[src/rtl/calc_seq_ctrl.sv]
// Keypad-driven 4-bit calculator sequencer: conditions buttons, steps an operand-entry FSM, drives an external ALU.
// Optional debounce filter enabled by CALC_DEBOUNCE_EN; without it a press yields a pulse 3 cycles after the raw rise.
module calc_seq_ctrl #(
  parameter int DEB_CYCLES     = 16,
  parameter int TIMEOUT_CYCLES = 255
) (
  input  logic       clk,
  input  logic       rst,
  input  logic       btn_mode,
  input  logic       btn_enter,
  input  logic       btn_inc,
  input  logic       btn_dec,
  output logic [3:0] alu_a,
  output logic [3:0] alu_b,
  output logic       alu_op,
  output logic       alu_start,
  input  logic       alu_done,
  input  logic [3:0] alu_result,
  input  logic       alu_carry,
  output logic [6:0] seg,
  output logic       ovf,
  output logic       err,
  output logic [2:0] state
);

  typedef enum logic [2:0] {
    S_IDLE    = 3'd0,
    S_ENTER_A = 3'd1,
    S_ENTER_B = 3'd2,
    S_EXEC    = 3'd3,
    S_WAIT    = 3'd4,
    S_SHOW    = 3'd5,
    S_ERR     = 3'd6
  } state_t;

  localparam int TW = $clog2(TIMEOUT_CYCLES + 1);
  localparam logic [TW-1:0] TMO_MAX = TW'(TIMEOUT_CYCLES);

  localparam logic [6:0] SEG_DASH = 7'b1000000;
  localparam logic [6:0] SEG_E    = 7'b1111001;

  // Button bit order: {mode, enter, inc, dec}
  logic [3:0] raw;
  logic [3:0] sync1_q, sync2_q, lvl_q, pulse_q;
  logic [3:0] level;

  assign raw = {btn_mode, btn_enter, btn_inc, btn_dec};

  always_ff @(posedge clk or posedge rst) begin
    if (rst) begin
      sync1_q <= '0;
      sync2_q <= '0;
      lvl_q   <= '0;
      pulse_q <= '0;
    end else begin
      sync1_q <= raw;
      sync2_q <= sync1_q;
      lvl_q   <= level;
      pulse_q <= level & ~lvl_q;
    end
  end

`ifdef CALC_DEBOUNCE_EN
  localparam int DW = $clog2(DEB_CYCLES + 1);
  localparam logic [DW-1:0] DEB_LAST = DW'(DEB_CYCLES - 1);

  logic [DW-1:0] deb_cnt_q [4];
  logic [3:0]    filt_q;

  // A mismatch must persist DEB_CYCLES consecutive cycles; any return to the filtered level restarts the count.
  always_ff @(posedge clk or posedge rst) begin
    if (rst) begin
      filt_q <= '0;
      for (int i = 0; i < 4; i++) deb_cnt_q[i] <= '0;
    end else begin
      for (int i = 0; i < 4; i++) begin
        if (sync2_q[i] == filt_q[i]) begin
          deb_cnt_q[i] <= '0;
        end else if (deb_cnt_q[i] == DEB_LAST) begin
          deb_cnt_q[i] <= '0;
          filt_q[i]    <= sync2_q[i];
        end else begin
          deb_cnt_q[i] <= deb_cnt_q[i] + 1'b1;
        end
      end
    end
  end

  assign level = filt_q;
`else
  assign level = sync2_q;
`endif

  logic p_mode, p_enter, p_inc, p_dec;
  assign {p_mode, p_enter, p_inc, p_dec} = pulse_q;

  state_t        state_q, state_d;
  logic [3:0]    edit_q, edit_d;
  logic [3:0]    a_q, a_d, b_q, b_d, res_q, res_d;
  logic          op_q, op_d, ovf_q, ovf_d;
  logic [TW-1:0] tmo_q, tmo_d;
  logic [6:0]    seg_q, seg_d;

  always_ff @(posedge clk or posedge rst) begin
    if (rst) begin
      state_q <= S_IDLE;
      edit_q  <= '0;
      a_q     <= '0;
      b_q     <= '0;
      res_q   <= '0;
      op_q    <= 1'b0;
      ovf_q   <= 1'b0;
      tmo_q   <= '0;
      seg_q   <= SEG_DASH;
    end else begin
      state_q <= state_d;
      edit_q  <= edit_d;
      a_q     <= a_d;
      b_q     <= b_d;
      res_q   <= res_d;
      op_q    <= op_d;
      ovf_q   <= ovf_d;
      tmo_q   <= tmo_d;
      seg_q   <= seg_d;
    end
  end

  always_comb begin
    state_d = state_q;
    edit_d  = edit_q;
    a_d     = a_q;
    b_d     = b_q;
    res_d   = res_q;
    op_d    = op_q;
    ovf_d   = ovf_q;
    tmo_d   = tmo_q;
    case (state_q)
      S_IDLE: begin
        if (p_enter) begin
          state_d = S_ENTER_A;
          edit_d  = '0;
        end
      end
      S_ENTER_A, S_ENTER_B: begin
        if (p_mode) op_d = ~op_q;
        if (p_enter) begin
          if (state_q == S_ENTER_A) begin
            a_d     = edit_q;
            edit_d  = '0;
            state_d = S_ENTER_B;
          end else begin
            b_d     = edit_q;
            state_d = S_EXEC;
          end
        end else if (p_inc && !p_dec) begin
          edit_d = edit_q + 4'd1;
        end else if (p_dec && !p_inc) begin
          edit_d = edit_q - 4'd1;
        end
      end
      S_EXEC: begin
        tmo_d   = '0;
        state_d = S_WAIT;
      end
      S_WAIT: begin
        // Completion wins over timeout when both land in the same cycle.
        if (alu_done) begin
          res_d   = alu_result;
          ovf_d   = alu_carry;
          state_d = S_SHOW;
        end else if (tmo_q == TMO_MAX) begin
          state_d = S_ERR;
        end else begin
          tmo_d = tmo_q + 1'b1;
        end
      end
      S_SHOW: begin
        if (p_enter) begin
          a_d     = res_q;
          edit_d  = res_q;
          state_d = S_ENTER_A;
        end
      end
      S_ERR: begin
        if (p_enter) state_d = S_IDLE;
      end
      default: state_d = S_IDLE;
    endcase
  end

  function automatic logic [6:0] hex7(input logic [3:0] v);
    case (v)
      4'h0: hex7 = 7'b0111111;
      4'h1: hex7 = 7'b0000110;
      4'h2: hex7 = 7'b1011011;
      4'h3: hex7 = 7'b1001111;
      4'h4: hex7 = 7'b1100110;
      4'h5: hex7 = 7'b1101101;
      4'h6: hex7 = 7'b1111101;
      4'h7: hex7 = 7'b0000111;
      4'h8: hex7 = 7'b1111111;
      4'h9: hex7 = 7'b1101111;
      4'hA: hex7 = 7'b1110111;
      4'hB: hex7 = 7'b1111100;
      4'hC: hex7 = 7'b0111001;
      4'hD: hex7 = 7'b1011110;
      4'hE: hex7 = 7'b1111001;
      default: hex7 = 7'b1110001;
    endcase
  endfunction

  always_comb begin
    seg_d = SEG_DASH;
    case (state_q)
      S_ENTER_A, S_ENTER_B: seg_d = hex7(edit_q);
      S_EXEC, S_WAIT:       seg_d = hex7(b_q);
      S_SHOW:               seg_d = hex7(res_q);
      S_ERR:                seg_d = SEG_E;
      default:              seg_d = SEG_DASH;
    endcase
  end

  assign alu_a     = a_q;
  assign alu_b     = b_q;
  assign alu_op    = op_q;
  assign alu_start = (state_q == S_EXEC);
  assign seg       = seg_q;
  assign ovf       = ovf_q;
  assign err       = (state_q == S_ERR);
  assign state     = state_q;

endmodule

[config.mk]
export PLATFORM = sky130hd
export DESIGN_NAME = calc_seq_ctrl
export DESIGN_NICKNAME = d
export VERILOG_FILES = /design/src/rtl/calc_seq_ctrl.sv
export SDC_FILE = /design/constraint.sdc
export NUM_CORES = 1
export LEC_CHECK = 0
export BUFFER_PORTS_ARGS = -buffer_cell sky130_fd_sc_hd__buf_2
export CORE_UTILIZATION = 53
export CTS_BUF_LIST = sky130_fd_sc_hd__clkbuf_16
export DETAILED_ROUTE_END_ITERATION = 16
export GPL_ROUTABILITY_DRIVEN = 0
export MAX_ROUTING_LAYER = met4
export PLACE_DENSITY_LB_ADDON = 0.12
export SLEW_MARGIN = 0
export SYNTH_ARGS = -nofsm -noshare
export SYNTH_HDL_FRONTEND = slang
export SYNTH_SLANG_ARGS = --single-unit
[constraint.sdc]
create_clock -name clk -period 1.9 [get_ports clk]
set_clock_uncertainty 0.1 [all_clocks]
set_input_delay 0.095 -clock clk [delete_from_list [all_inputs] [get_ports clk]]
set_output_delay 0.095 -clock clk [all_outputs]
set_load 0.05 [all_outputs]
==> metrics.md <==
| Metric | Value |
|---|---|
| Multi-input gate area | 1715 um^2 |
| Synth Flop Type | dfrtp_1 |
| Worst skew pair latency | 0.29 ns |
| Largest net degree at the start of global routing | 28 |
| Final core utilization | 70.26% |
| Worst Path Required | 2.03 ns |
| First-pass GRT wire length | 10920 um |
| CORE AREA | 5540 um^2 |
| Largest Register | tmo_q |
| Met2 GRT Util | 36.40% |
| CP endpoint kind | register |
| Dpl hpwl | 4673 um |
| Ratio of final minimum period to clock period | 99.01% |
| Num Clock Sinks | 52 |
| CTS tree | yes |
| Yosys cell types | 51 |
| Die ar. | 6116 um^2 |
| Final wirelength | 6705 um |
| Min Tclk post-route | 1.881 ns |
| Finished Cell Area | 3892 um^2 |
| Htree depth | 2 |
| Syn nets | 343 |
| Port-buffer cells | 33 |
| Die Height | 78.21 um |
| Met1 usage | 33.16% |
| Met3 Use GR | 3.488% |
| Drc violations | 0 |
| HP Class | primary input to register |
| FF+latch count, synth | 52 |
| Hold Vio Cnt, Final | 0 |
| Power Dens Cells | 1793 nW/um^2 |
| Synth Cell Area | 3078 um^2 |
| Max VDD drop | 1064 uV |
| Clock Tree Buf Depth | 2 |
| Area of placed instances | 3497 um^2 |
| Initial antenna violation count | 0 |
| Outcome | finished clean |
| Ports | 34 |
| Hold_ws | 0.08379 ns |
| ANT cells | 0 |
| Max Slew Vio Count | 0 |
| Syn Inst Count | 309 |
| Worst R2R Setup Slack | 0.02 ns |
| Max FFs per register | 8 |
| Slew margin rel. | 64.59% |
| Die X-Extent | 78.21 um |
| Register area | 1311 um^2 |
| Worst setup path category | register to register |
| Commonest non-fill, non-tap cells in the layout | dfrtp_1, buf_4, buf_2 |
| NumNets Final | 410 |
| P_leak | 0.001763 uW |
| CTS Buf Count | 5 |
| R2r endpoint | seg[3]$_DFF_PP0_ |
| Final setup vio count | 0 |
| Iteration-0 DRC Markers | 207 |
| Vias in the first global route | 2241 |
| CTS root buffer | clkbuf_16 |
| Clk slew on worst S/H paths | 0.07 ns |
| Sequential fraction of the synthesis area | 42.32% |
| Initial Util | 55.56% |
| Standard-cell rows | 27 |
| Via density | 5.481 |
| Critical path origin | alu_b[1]$_DFFE_PP0P_ |
| Vias | 2461 |
| RSZ-0062 raised after global routing | yes |
| DR WL/cell | 14.93 um |
| R2R depth | 7 |
| Crit-path max FO | 5 |
| DR pass1 iterations | 4 |
| Total track usage | 23.73% |
| Arrival time at the worst endpoint | 2.01 ns |
| Mean post-synth cell area | 9.961 um^2 |
| Fill cells | 408 |
| F_max | 531.6 MHz |
| Crit start category | register |
| Worst setup path endpoint | seg[3]$_DFF_PP0_ |
| Layout area overhead | 26.46% |
| Async SR Flop Fraction | 100.0% |
| Max cap viols | 0 |
| Worst r2r src | alu_b[1]$_DFFE_PP0P_ |
| EDFF count, synth | 0 |
| Layout cells sized above 1 | 32.63% |
| Antenna-violating nets left | 0 |
| Ys Warns | 0 |
| Actual slew at the worst max-slew pin | 0.5303 ns |
| Total Neg Setup Slack | 0 ns |
| Gr ovfl total | 0 |
| Pwr Total | 6979 uW |
| Most Used Layer, Global Route | met2 |
| Most common cell after layout, fill and taps aside | dfrtp_1 |
[through the flow]
step | cells | worst slack, ns
after detailed placement | 422 | -0.06238
final | 449 | 0.01886
after floorplan | 309 | -0.1117
after global placement | 422 | 0.02033
after CTS | 443 | -0.001500
after global routing | 449 | -0.04619
[cells in the mapped netlist (all sizes together), types with 2 or more instances]
cell,number,area (um^2)
a211oi,2,15.01
a31oi,2,27.53
o31ai,2,15.01
nor2b,10,62.56
buf,8,43.79
a21oi,13,65.06
o211ai,5,37.54
mux2i,10,100.1
and3,4,25.02
o21a,7,52.55
a21o,2,15.01
clkbuf,10,37.54
nand4,3,18.77
nor2,19,71.32
o32ai,2,17.52
a221oi,2,17.52
a22oi,2,15.01
a32oi,2,17.52
nor3b,2,15.01
o22ai,2,12.51
ha,21,262.8
nor3,2,10.01
mux4,3,67.56
xnor2,3,26.28
dfrtp,51,1276
inv,15,56.30
nand3,4,20.02
nand2,30,112.6
xor2,7,61.31
nand2b,6,37.54
o32a,3,30.03
o21ai,26,130.1
a22o,3,26.28
mux2,12,135.1
[report_power, final]
| part | switching (uW) | total, uW | internal [uW] | leakage [uW] |
|---|---|---|---|---|
| Clock | 422 | 1050 | 627 | 0.0000804 |
| Sequential | 310 | 1760 | 1450 | 0.000636 |
| Combinational | 2450 | 4170 | 1710 | 0.00105 |
[final cells by class]
type | instances | area share, %
multi-input combinational | 224 | 44.07
sequential | 52 | 33.69
timing repair buffer | 77 | 13.76
clock buffer | 5 | 3.214
tap | 72 | 2.314
inverter | 16 | 1.768
clock inverter | 3 | 1.189
[timing repair]
item,CTS,global route
pin swaps,1,0
hold endpoints to repair,34,0
hold buffers,10,0
gates resized for setup,5,14
cloned,0,1
setup buffers,3,5
setup endpoints to repair,4,10
[layer usage]
layer,vias up,wire length [um]
met2,55,3174
met3,6,291
li1,1225,-
met1,1175,3159
met5,-,0
met4,0,80
[worst min path at each step]
stage                           endpoint  slack (ns)     start  cells past startpoint
finish              state[1]$_DFFE_PP0P_        0.08  alu_done                      3
detailed placement  alu_a[3]$_DFFE_PP0P_        0.08       rst                      2
CTS                 state[1]$_DFFE_PP0P_        0.08  alu_done                      3
floorplan           sync1_q[0]$_DFF_PP0_        0.03   btn_dec                      0
global route        state[1]$_DFFE_PP0P_        0.11  alu_done                      3
global placement    alu_a[3]$_DFFE_PP0P_        0.07       rst                      2
[critical path, cell delays in order, from the launching register on]
cell	delay, ns
dfrtp_2	0.43
inv_4	0.08
ha_4	0.26
inv_2	0.03
mux4_2	0.45
mux2_4	0.28
nor2_2	0.07
o32a_1	0.12
[logic make-up after synthesis]
logic type               after synthesis  share of synthesized area, %
AND/OR/NAND/NOR                       87                         14.02
AO/OA/AOI/OAI                         78                         16.87
flip-flops                            52                         42.32
multiplexers                          25                         9.837
buffers and inverters                 34                         4.593
XOR/XNOR                              10                         2.846
adder cells (fa/ha/maj)               23                         9.512
(Power assumes the default switching activity.)
